[config.mk]
export PLATFORM = sky130hd
export DESIGN_NAME = fetch_unit_flat
export DESIGN_NICKNAME = d
export VERILOG_FILES = /design/src/rtl/fetch_unit_if.sv /design/src/rtl/fetch_unit.sv /design/src/flat_wrapper.sv
export SDC_FILE = /design/constraint.sdc
export NUM_CORES = 1
export LEC_CHECK = 0
export ABC_CLOCK_PERIOD_IN_PS = 9100
export BUFFER_PORTS_ARGS = -buffer_cell sky130_fd_sc_hd__buf_2
export CAP_MARGIN = 20
export CORE_MARGIN = 2
export CORE_UTILIZATION = 45
export CTS_CLUSTER_SIZE = 14
export DETAILED_ROUTE_END_ITERATION = 7
export PLACE_DENSITY = 0.76
export SLEW_MARGIN = 10
export SYNTH_ARGS = -nofsm -noshare
export SYNTH_HDL_FRONTEND = slang
export SYNTH_SLANG_ARGS = --single-unit
[constraint.sdc]
create_clock -name clk -period 9.1 [get_ports clk]
set_input_delay 0.91 -clock clk [delete_from_list [all_inputs] [get_ports clk]]
set_output_delay 0.91 -clock clk [all_outputs]
set_load 0.05 [all_outputs]
[src/rtl/fetch_unit_if.sv]
// Fetch-stage bus bundle: instruction memory port, redirect input and the
// decode-side valid/ready output. The fetch unit uses the master side.
interface fetch_unit_if;
  logic        imem_req;
  logic [31:0] imem_addr;
  logic [31:0] imem_rdata;
  logic        redirect_valid;
  logic [31:0] redirect_target;
  logic        out_valid;
  logic        out_ready;
  logic [31:0] instruction;
  logic [31:0] address_out;

  modport master (
    output imem_req, imem_addr, out_valid, instruction, address_out,
    input  imem_rdata, redirect_valid, redirect_target, out_ready
  );

  modport slave (
    input  imem_req, imem_addr, out_valid, instruction, address_out,
    output imem_rdata, redirect_valid, redirect_target, out_ready
  );
endinterface

[src/rtl/fetch_unit.sv]
// Instruction fetch stage: owns the PC, issues word reads to a 1-cycle
// instruction memory, buffers {addr,data} in a small FIFO and hands them to
// decode over valid/ready. A redirect flushes buffered and in-flight words.
module fetch_unit #(
  parameter logic [31:0] RESET_PC   = 32'h0000_0000,
  parameter int          FIFO_DEPTH = 2
) (
  input logic        clk,
  input logic        reset,
  fetch_unit_if.master bus
);

  localparam int PW = $clog2(FIFO_DEPTH);
  localparam int CW = $clog2(FIFO_DEPTH + 1);
  localparam logic [31:0] NOP = 32'h0000_0013;

  typedef enum logic [1:0] {IDLE, RUN, FLUSH} state_t;

  typedef struct packed {
    logic [31:0] addr;
    logic [31:0] data;
  } fetch_ent_t;

  state_t        state, state_nxt;
  fetch_ent_t    fifo_q [FIFO_DEPTH];
  logic [PW-1:0] rd_ptr, wr_ptr;
  logic [CW-1:0] count;
  logic [CW:0]   occ;
  logic [31:0]   pc, tag_addr;
  logic          inflight;
  logic          issue, push, pop;

  function automatic logic [PW-1:0] ptr_inc(input logic [PW-1:0] p);
    return (p == PW'(FIFO_DEPTH - 1)) ? '0 : p + 1'b1;
  endfunction

  // Decode-side view: head of FIFO, hidden combinationally during a redirect
  always_comb begin
    bus.out_valid   = (count != '0) & ~bus.redirect_valid;
    bus.instruction = NOP;
    bus.address_out = '0;
    if (bus.out_valid) begin
      bus.instruction = fifo_q[rd_ptr].data;
      bus.address_out = fifo_q[rd_ptr].addr;
    end
    pop  = bus.out_valid & bus.out_ready;
    // Response of last cycle's request; a redirect squashes it
    push = inflight & ~bus.redirect_valid;
  end

  // FSM state register
  always_ff @(posedge clk or posedge reset) begin
    if (reset) state <= IDLE;
    else       state <= state_nxt;
  end

  // Next state and request issue: only request while buffered + in-flight
  // words (after this cycle's pop) still leave a free FIFO slot
  always_comb begin
    state_nxt = state;
    occ       = (CW+1)'(count) + (CW+1)'(inflight) - (CW+1)'(pop);
    issue     = 1'b0;
    case (state)
      IDLE:    state_nxt = RUN;
      RUN:     issue = ~bus.redirect_valid & (occ < (CW+1)'(FIFO_DEPTH));
      FLUSH:   state_nxt = RUN;
      default: state_nxt = IDLE;
    endcase
    if (bus.redirect_valid) state_nxt = FLUSH;
    bus.imem_req  = issue;
    bus.imem_addr = pc;
  end

  // PC, in-flight tag and FIFO bookkeeping
  always_ff @(posedge clk or posedge reset) begin
    if (reset) begin
      pc       <= RESET_PC;
      tag_addr <= '0;
      inflight <= 1'b0;
      count    <= '0;
      rd_ptr   <= '0;
      wr_ptr   <= '0;
    end else begin
      inflight <= issue;
      if (issue) begin
        tag_addr <= pc;
        pc       <= pc + 32'd4;
      end
      if (bus.redirect_valid) begin
        pc     <= bus.redirect_target & ~32'd3;
        count  <= '0;
        rd_ptr <= '0;
        wr_ptr <= '0;
      end else begin
        if (push) wr_ptr <= ptr_inc(wr_ptr);
        if (pop)  rd_ptr <= ptr_inc(rd_ptr);
        count <= count + CW'(push) - CW'(pop);
      end
    end
  end

  // FIFO storage; contents are don't-care while count is zero
  always_ff @(posedge clk) begin
    if (push) fifo_q[wr_ptr] <= '{addr: tag_addr, data: bus.imem_rdata};
  end

  // The issue rule guarantees a free slot for every response
  a_no_overflow: assert property (@(posedge clk) disable iff (reset)
    !(push && !pop && count == CW'(FIFO_DEPTH)));

endmodule
[src/flat_wrapper.sv]
// flat-port wrapper written by rule: the top's interface ports become plain ports
module fetch_unit_flat 
#(
  parameter logic [31:0] RESET_PC   = 32'h0000_0000,
  parameter int          FIFO_DEPTH = 2
)
  (clk, reset, bus_imem_req, bus_imem_addr, bus_out_valid, bus_instruction, bus_address_out, bus_imem_rdata, bus_redirect_valid, bus_redirect_target, bus_out_ready);
  fetch_unit_if bus_i ();
  input logic clk;
  input logic reset;
  output wire logic [$bits(bus_i.imem_req)-1:0] bus_imem_req;
  output wire logic [$bits(bus_i.imem_addr)-1:0] bus_imem_addr;
  output wire logic [$bits(bus_i.out_valid)-1:0] bus_out_valid;
  output wire logic [$bits(bus_i.instruction)-1:0] bus_instruction;
  output wire logic [$bits(bus_i.address_out)-1:0] bus_address_out;
  input wire logic [$bits(bus_i.imem_rdata)-1:0] bus_imem_rdata;
  input wire logic [$bits(bus_i.redirect_valid)-1:0] bus_redirect_valid;
  input wire logic [$bits(bus_i.redirect_target)-1:0] bus_redirect_target;
  input wire logic [$bits(bus_i.out_ready)-1:0] bus_out_ready;
  assign bus_imem_req = bus_i.imem_req;
  assign bus_imem_addr = bus_i.imem_addr;
  assign bus_out_valid = bus_i.out_valid;
  assign bus_instruction = bus_i.instruction;
  assign bus_address_out = bus_i.address_out;
  assign bus_i.imem_rdata = bus_imem_rdata;
  assign bus_i.redirect_valid = bus_redirect_valid;
  assign bus_i.redirect_target = bus_redirect_target;
  assign bus_i.out_ready = bus_out_ready;
  fetch_unit #(.RESET_PC(RESET_PC), .FIFO_DEPTH(FIFO_DEPTH)) u_core (.clk(clk), .reset(reset), .bus(bus_i));
endmodule
==> After elaboration in Yosys (flattened, before gate mapping) <==
Memory sizes are Yosys's and may differ from the RTL's.
Index checks and enable logic that the tools add are counted.
{ "op_classes": {"muxes": 16, "n_addsub": 7, "bitwise": 5, "n_eq_ne": 3, "n_reduce_logical": 6, "magnitude_cmp": 1} }
{ "op_table": {"columns": ["operator", "count"], "rows": [
  ["2-to-1 mux 32 bit", 4],
  ["adder 32 x 3 -> 32 bit, second input constant", 1],
  ["2-to-1 mux 1 bit", 9],
  ["nonzero test 2 bit", 4],
  ["AND 1 bit", 4],
  ["2-to-1 mux 2 bit", 2],
  ["case mux 2 bit (2 select lines)", 1],
  ["adder 2 x 1 -> 3 bit", 1],
  ["< comparator 3 x 2 -> 1 bit, second input constant", 1],
  ["subtractor 3 x 1 -> 3 bit", 1],
  ["adder 1 bit, second input constant", 2],
  ["adder 2 x 1 -> 2 bit", 1],
  ["equality test 2 x 1 -> 1 bit, second input constant", 1],
  ["equality test 2 bit, second input constant", 1],
  ["zero test 2 bit", 1],
  ["inequality test 2 bit, second input constant", 1],
  ["OR reduction 2 bit", 1],
  ["subtractor 2 x 1 -> 2 bit", 1],
  ["NOT 1 bit", 1]
]} }
{ "word_totals": {"wordCells": 46, "memories": 1, "reg_bits": 71, "in_bits": 68, "mem_bits_rw": 128, "output_inout_bits": 98} }
{ "mem_list": {"columns": ["name", "depth", "width", "read_ports", "rd_ports_with_merged_regs", "wr", "line_no", "rtl"], "rows": [
  ["u_core.fifo_q", 2, 64, 1, 0, 1, "fetch_unit.sv:25", "fetch_ent_t fifo_q [FIFO_DEPTH];"]
]} }

==> Depth between registers and ports, before layout <==
Gate-level depths: netlist of the first run.
{ "depth": {"word_depth": 9, "depth_mapped": 15, "depth_no_buf": 14} }

==> Worst setup path after synthesis of the first run <==
No wires, ideal clock.
{ "synth_timing": {"path_type": "input port to output port", "start": "input bus_redirect_valid", "end": "output bus_imem_req", "path_slack_ps": 3999, "n_path_buf": 2, "path_stages": 13, "arrival_time_ps": 4191, "path_cell_list": "clkinv_1 -> o21ai_1 -> inv_1 -> and2_1 -> ha_1 -> inv_1 -> nand2_1 -> fa_1 -> nand2_1 -> or4_1 -> inv_2 -> buf_2 -> buf_1"} }
{ "synth_between": {"elab_chain_cells": 7} }
{ "synth_lines": {"columns": ["element", "line_no", "rtl"], "rows": [
  ["from (decl)", "flat_wrapper.sv:17", "input wire logic [$bits(bus_i.redirect_valid)-1:0] bus_redirect_valid;"],
  ["NOT 1 bit", "fetch_unit.sv:39", "bus.out_valid = (count != '0) & ~bus.redirect_valid;"],
  ["AND 1 bit", "fetch_unit.sv:39", null],
  ["net bus_out_valid", "flat_wrapper.sv:13", "output wire logic [$bits(bus_i.out_valid)-1:0] bus_out_valid;"],
  ["AND 1 bit", "fetch_unit.sv:46", "pop = bus.out_valid & bus.out_ready;"],
  ["subtractor 3 x 1 -> 3 bit", "fetch_unit.sv:61", "occ = (CW+1)'(count) + (CW+1)'(inflight) - (CW+1)'(pop);"],
  ["< comparator 3 x 2 -> 1 bit", "fetch_unit.sv:65", "RUN: issue = ~bus.redirect_valid & (occ < (CW+1)'(FIFO_DEPTH));"],
  ["AND 1 bit", "fetch_unit.sv:65", null],
  ["2-to-1 mux 1 bit", "fetch_unit.sv:63", "case (state)"],
  ["to (decl)", "flat_wrapper.sv:11", "output wire logic [$bits(bus_i.imem_req)-1:0] bus_imem_req;"]
]} }
The timed path passes the listed nets, and every way through them passes these cells.

==> Worst setup path after layout of the first run <==
{ "layout_timing": {"start": "input bus_redirect_valid", "end": "output bus_imem_req"} }
{ "layout_between": {"elab_chain_cells": 7} }
{ "layout_lines": {"columns": ["element", "line_no"], "rows": [
  ["NOT 1 bit (*)", "fetch_unit.sv:39, fetch_unit.sv:65"],
  ["AND 1 bit", "fetch_unit.sv:39"],
  ["AND 1 bit", "fetch_unit.sv:46"],
  ["subtractor 3 x 1 -> 3 bit", "fetch_unit.sv:61"],
  ["< comparator 3 x 2 -> 1 bit", "fetch_unit.sv:65"],
  ["AND 1 bit (*)", "fetch_unit.sv:65"],
  ["2-to-1 mux 1 bit (*)", "fetch_unit.sv:63"]
]} }
Every way passes the cells marked *; elsewhere a longest branch is shown, timed or not.

==> results of run 1 <==
-- power groups by stage --
| stage | clock (uW) | sequential (uW) | combinational (uW) |
|---|---|---|---|
| floorplan | 0 | 1130 | 168 |
| global placement | 0 | 1110 | 271 |
| detailed placement | 0 | 1110 | 277 |
| CTS | 729 | 1100 | 278 |
| global route | 769 | 1100 | 306 |
| finish | 716 | 1090 | 281 |
-- flip-flops by register name (all words and copies together) (netlist names) --
name	flops
u_core.fifo_q	124
u_core.bus.imem_addr	30
u_core.tag_addr	30
u_core.count	2
u_core.state	2
u_core.inflight	1
u_core.rd_ptr	1
u_core.wr_ptr	1
-- per-stage QoR --
step | std cells | hold WS, ns | util [%] | setup WS [ns]
final | 1033 | 0.4502 | 55.30 | 3.515
after global routing | 1032 | 0.4764 | 55.28 | 3.285
after CTS | 1030 | 0.4417 | 55.15 | 3.497
after detailed placement | 998 | 0.4333 | 51.83 | 3.359
after global placement | 998 | 0.4234 | 51.83 | 3.465
after floorplan | 646 | 0.4182 | - | 3.999
-- synth_stat cells, types with 3 or more instances --
cell type  instances
o211ai_1           7
and3_1             4
dfrtp_1           67
a21oi_1            8
buf_2              5
a22oi_1            3
inv_1              9
clkbuf_1          21
nand4_1            7
nand3_1           20
buf_1              8
nand2_1          131
mux2i_1           62
a31oi_1            7
xnor2_1            3
ha_1               4
o311ai_0          14
buf_4              4
and2_1             3
nor2b_1            3
o21ai_0           18
edfxtp_1         124
nor2_1            74
or4_1              6
-- layer usage --
metal | vias up | routed length, um | part of all wire (%) | global-route usage (%)
met3 | 20 | 1188 | 7.0 | 5.778
met5 | - | 13 | 0.077 | 0
li1 | 2605 | - | - | -
met4 | 2 | 248 | 1.5 | 6.071
met1 | 2620 | 7219 | 43 | 23.37
met2 | 187 | 8269 | 49 | 30.46
-- cells by family (layout without fill, tap and decap cells) --
| group | count (synthesis) | in the layout |
|---|---|---|
| XOR/XNOR | 4 | 4 |
| AND/OR/NAND/NOR | 260 | 260 |
| flip-flops | 191 | 191 |
| other | 1 | 6 |
| adder cells (fa/ha/maj) | 5 | 5 |
| multiplexers | 63 | 63 |
| buffers and inverters | 51 | 211 |
| AO/OA/AOI/OAI | 68 | 68 |
-- path summary, 6_finish.rpt --
kind / slack (ns) / endpoint / start / cells past startpoint
hold / removal: 0.45 / u_core.state[0] / u_core.state[1] / 1
min in group asynchronous: 0.73 / u_core.tag_addr[21] / reset / 3
setup reg to reg: 4.78 / u_core.bus.imem_addr[30] / u_core.count[1] / 16
max in group asynchronous: 7.69 / u_core.rd_ptr / reset / 3
setup / recovery: 3.51 / bus_imem_req / bus_redirect_valid / 15
hold reg to reg: 0.45 / u_core.state[0] / u_core.state[1] / 1
-- cell type report --
cell class / instances / area (um2) / area share (%)
multi-input cells: 404 / 2382 / 24.91
inverters: 11 / 41.29 / 0.4317
clock buffers: 21 / 471.7 / 4.932
diodes: 2 / 5.005 / 0.05233
clock inverters: 11 / 102.6 / 1.073
well taps: 225 / 281.5 / 2.943
flip-flops and latches: 191 / 5404 / 56.50
repair buffers: 168 / 875.8 / 9.158
-- placed cells by master (no fill, tap or decap), types with 8 or more instances in the layout --
cell type  netlist  layout
dfrtp_1         67      66
o21ai_0         18      18
clkbuf_16        0      18
edfxtp_1       124     124
inv_1            9       8
nor2_1          74      74
a21oi_1          8       8
mux2i_1         62      62
buf_2            5     159
nand3_1         20      20
o311ai_0        14      14
buf_4            4       8
nand2_1        131     131
==> flow_summary.yaml, run 1 <==
power_and_ir_drop:
  p_per_area_mw_per_mm2: 218.3
  vdd.ir_drop.worst_uv: 143.2
  pwr-share-comb_pct: 13.5
  p_sw_share_pct: 27.90
  power_uw: 2088
  p_sw_uw: 582.5
  clkPwrFrac_pct: 34.3
  seq_power_share_pct: 52.3
  intPower_uw: 1505
  leakage_uw: 0.003933
floorplan:
  core_area_mm2: 0.01730
  num_rows: 48
  die_h_um: 137.0
  die-area_mm2: 0.01878
  ios: 166
  start_util_pct: 46.05
  die_x_um: 137.0
yosys:
  ys_types: 50
  syn_avg_cell_area_um2: 12.39
  ys_seq_area_share_pct: 67.80
  synth_xor_xnor_area_share_pct: 0.4398
  synth_simple_gate_area_share_pct: 14.40
  synth_compound_area_share_pct: 5.796
  synth-edff-count: 124
  synthesis.area_mm2: 0.007965
  syn-instance-count: 643
  synth_top_cell_by_area: "edfxtp_1"
  synthArstFlopShare_pct: 35.08
  synth_ff_type: "edfxtp_1"
  synth.area.top_cells: "edfxtp_1 47%, dfrtp_1 21%, mux2i_1 7.8%"
  synth_seq_cells: 191
  yosys.area_share.adder_pct: 0.8797
  muxShareOfSynthArea_pct: 7.933
  synth_top_area_share_pct: 46.75
  synth_top_family_by_area: "simple AND/OR/NAND/NOR gates"
  yosysWarnings: 0
global_routing:
  grt_max_degree: 68
  antenna_found_initial: 3
  grt-ovfl-total: 0
  grtUsageTotal_pct: 18.52
  grt_pass1_vias: 5156
  grt_pass1_wl_um: 26400
worst_setup_path:
  crit_chain: "buf_2, buf_4, clkinv_1, o21ai_4, inv_1, and2_1, ha_1, inv_1, nand2_1, fa_1, nand2_1, or4_2, buf_4, inv_2, buf_2"
  slowest_stage: "or4_2"
  criticalPathCategory: "primary input to primary output"
  cp-start-kind: "primary input"
  worst-path-buf-inv: 8
  crit_fanout: 65
  worstPathRequired_ns: 8.19
  arrival_ns: 4.68
  worst_path_dominant_cell_family: "buffers and inverters"
  worst_path_largest_cell_delay_ns: 0.61
  cp-end-kind: "primary output"
routing:
  via_count: 5434
  routed_wl_um: 16940
  firstDrtPassIters: 5
  ant_nets: 0
  drtIter0Drc: 343
  drc: 0
  routedWlPerCell_um: 16.40
  vias_per_cell: 5.260
clock_tree:
  hold_buffers: 0
  cts_root_buf: "clkbuf_16"
  ctsHtreeMaxLevel: 4
  cts_tree: "built"
  clk_latency_ns: 0.43
  postCtsSetupRepairBufs: 0
  clockBufferDepth: 2
  cts-resized-gates: 0
  clkTransAtPathRegs_ns: 0.07
  cts_made_buffers: 17
  clkSinkCount: 191
timing:
  finalSetupViolCount: 0
  fin_worst_skew_ns: 0.01674
  hold_viol: 0
  setup_tns_ns: 0
  period_share_pct: 61.38
  worst_slew_pin_slew_ns: 0.8820
  rsz0062_at_grt: "no"
  relSlewSlack_pct: 41.20
  period_minus_slack_ns: 5.585
  max_freq_mhz: 179.0
  slew_viol_final: 0
layout:
  area_delta_synth_final_pct: 20.08
  fillers: 1474
  nets: 866
  drive_above_1_share_pct: 26.30
  fin_area_mm2: 0.009564
placement:
  gp_congestion: 0.7905
  placed_cell_area_mm2: 0.008965
  dpl.hpwl_um: 10890
  io_buffers: 159
worst_hold_path:
  hold_path_class: "flip-flop to flip-flop"
status:
  status: "complete, no violations"
run:
  timing.max_cap.violations: 0
Power figures use the tool's default switching activity.
==> inputs of run 2 (changes only) <==
Settings changed: ABC_AREA set to 1, ABC_CLOCK_PERIOD_IN_PS 9100 to 4700, PLACE_DENSITY 0.76 to 0.77.
Clock period 9.1 ns to 4.7 ns, I/O delays scaled along.
==> flow_summary.yaml, run 2 <==
status:
  status: "complete, no violations"
power_and_ir_drop:
  p_sw_uw: 1219
  seq_power_share_pct: 51.7
  p_per_area_mw_per_mm2: 396.9
  clkPwrFrac_pct: 33.1
  power_uw: 4130
  p_sw_share_pct: 29.53
  vdd.ir_drop.worst_uv: 237.0
  intPower_uw: 2911
  pwr-share-comb_pct: 15.2
  leakage_uw: 0.004900
placement:
  gp_congestion: 0.8731
  dp_cells: 1274
  io_buffers: 159
  dpl.hpwl_um: 12680
routing:
  routedWlPerCell_um: 14.07
  routed_wl_um: 18380
  vias_per_cell: 4.766
  via_count: 6225
  drtIter0Drc: 358
  firstDrtPassIters: 6
  drc: 0
  ant_nets: 0
global_routing:
  grtUsageTotal_pct: 18.11
  antenna_found_initial: 0
  grt_max_degree: 64
  grt_pass1_vias: 5875
  grt-ovfl-total: 0
  grt_pass1_wl_um: 28900
worst_setup_path:
  criticalPathCategory: "primary input to primary output"
  cp-end-kind: "primary output"
  worst-path-buf-inv: 6
  cp-start-kind: "primary input"
  worst_path_dominant_cell_family: "buffers and inverters"
  crit_fanout: 37
  slowest_stage: "buf_2"
  worstPathRequired_ns: 4.23
  crit_chain: "buf_2, a21oi_4, nand2_1, inv_1, ha_1, inv_1, nand2_1, fa_1, nand2_1, nor2_2, nand2_2, inv_1, buf_4, buf_2"
  worst_path_largest_cell_delay_ns: 0.59
  arrival_ns: 3.34
clock_tree:
  cts-resized-gates: 0
  hold_buffers: 0
  cts_made_buffers: 17
  cts_root_buf: "clkbuf_16"
  clockBufferDepth: 2
  clkTransAtPathRegs_ns: 0.08
  postCtsSetupRepairBufs: 0
  clk_latency_ns: 0.43
  ctsHtreeMaxLevel: 4
  cts_tree: "built"
  clkSinkCount: 191
floorplan:
  start_util_pct: 45.60
  num_rows: 51
  die-area_mm2: 0.02080
  ios: 166
  die_h_um: 144.2
  die_x_um: 144.2
  core_area_mm2: 0.01940
yosys:
  synth_top_family_by_area: "simple AND/OR/NAND/NOR gates"
  synthesis.area_mm2: 0.008846
  ys_seq_area_share_pct: 61.05
  synth_ff_type: "edfxtp_1"
  synth_xor_xnor_area_share_pct: 0.09901
  synthTopCellsByCount: "234 x nand2_1, 137 x inv_1, 124 x edfxtp_1"
  synth_simple_gate_area_share_pct: 19.21
  ys_types: 26
  synth_top_area_share_pct: 42.09
  syn_avg_cell_area_um2: 10.11
  synthArstFlopShare_pct: 35.08
  syn-instance-count: 875
  yosys.area_share.adder_pct: 0.7921
  synth.area.top_cells: "edfxtp_1 42%, dfrtp_1 19%, nand2_1 9.9%"
  synth-edff-count: 124
  synth_compound_area_share_pct: 2.786
  synthMostInstantiatedCell: "nand2_1"
  muxShareOfSynthArea_pct: 7.511
  synth_seq_cells: 191
  yosysWarnings: 0
  synth_top_cell_by_area: "edfxtp_1"
timing:
  finalSetupViolCount: 0
  setup_tns_ns: 0
  slew_viol_final: 0
  max_freq_mhz: 262.5
  hold_viol: 0
  worst_slew_pin_slew_ns: 0.9834
  period_minus_slack_ns: 3.810
  rsz0062_at_grt: "no"
  period_share_pct: 81.06
  fin_worst_skew_ns: 0.01408
  relSlewSlack_pct: 34.44
layout:
  nets: 1101
  largest_reg_flops: 124
  largest_register: "u_core.fifo_q"
  post-route-util_pct: 53.64
  final_common_cell: "nand2_1"
  area_delta_synth_final_pct: 17.62
  antenna_cells: 0
  drive_above_1_share_pct: 27.19
  fillers: 1737
  layout_common_cells: "234 x nand2_1, 159 x buf_2, 137 x inv_1"
  fin_cells: 1306
run:
  timing.max_cap.violations: 0
worst_hold_path:
  hold_path_class: "primary input to asynchronous set/reset pin"
==> run 2: cell count changes after synthesis, sizes merged, moves of 16 or more <==
cell and change:
mux2 +58, mux2i -62, nand2 +104, clkbuf -16, nor2 +23, nand3 +45, inv +128
==> run 2: power groups by stage <==
| stage | sequential (uW) | clock, uW | combinational, uW |
|---|---|---|---|
| after global routing | 2160 | 1480 | 694 |
| after global placement | 2160 | 0 | 615 |
| after detailed placement | 2170 | 0 | 630 |
| final | 2130 | 1370 | 627 |
| after floorplan | 2220 | 0 | 384 |
| after CTS | 2130 | 1400 | 633 |
==> run 2: path summary, 6_finish.rpt <==
kind / start / to / slack (ns) / cells past startpoint
worst min-delay path: reset / u_core.bus.imem_addr[7] / 0.13 / 2
worst max-delay path: bus_redirect_valid / bus_imem_req / 0.89 / 14
worst min register to register: u_core.state[1] / u_core.state[0] / 0.45 / 1
max in group asynchronous: reset / u_core.tag_addr[24] / 3.63 / 3
worst max register to register: u_core.count[1] / u_core.bus.imem_addr[19] / 1.45 / 15
min in group clk: bus_imem_rdata[1] / u_core.fifo_q[0][1] / 0.24 / 1
==> run 2: layout make-up <==
| class | instances | area [um2] | share of cell area [%] |
|---|---|---|---|
| Sequential cell | 191 | 5401 | 51.91 |
| Multi-Input combinational cell | 513 | 2726 | 26.20 |
| Timing Repair Buffer | 167 | 855.8 | 8.225 |
| Inverter | 138 | 520.5 | 5.002 |
| Clock buffer | 20 | 467.9 | 4.497 |
| Tap cell | 265 | 331.6 | 3.187 |
| Clock inverter | 12 | 101.3 | 0.9740 |
==> run 2: cell families after synthesis <==
| kind of cell | count (synthesis) |
|---|---|
| adder cells (fa/ha/maj) | 5 |
| other | 1 |
| XOR/XNOR | 1 |
| AND/OR/NAND/NOR | 401 |
| multiplexers | 59 |
| AO/OA/AOI/OAI | 43 |
| flip-flops | 191 |
| buffers and inverters | 174 |
==> run 2: worst register-to-register path: cells and delay by family (launching register included) <==
| family | cells | cell delay [ns] |
|---|---|---|
| buffers and inverters | 4 | 0.91 |
| AND/OR/NAND/NOR | 7 | 0.92 |
| flip-flops | 1 | 0.42 |
| AO/OA/AOI/OAI | 2 | 0.19 |
| adder cells (fa/ha/maj) | 2 | 0.71 |
==> run 2: routing by layer <==
metal  part of all wire [%]  wire, um  GRT usage [%]  vias to the layer above
met4                    2.1       383          6.438                        0
met5                      0         0              0                        -
met1                     44      8091          23.44                     2892
li1                       -         -              -                     3105
met2                     47      8720          29.87                      203
met3                    6.4      1182          4.404                       25
==> run 2: per-stage QoR <==
step	hold WS [ns]	instance area, um2	setup WS, ns
6_report	0.1347	10410	0.8903
5_1_grt	0.1903	10410	0.5974
4_1_cts	0.1458	10410	0.8397
3_5_place_dp	0.4450	9836	0.8629
3_3_place_gp	0.4344	9836	0.9259
2_1_floorplan	0.4193	8857	0.8210
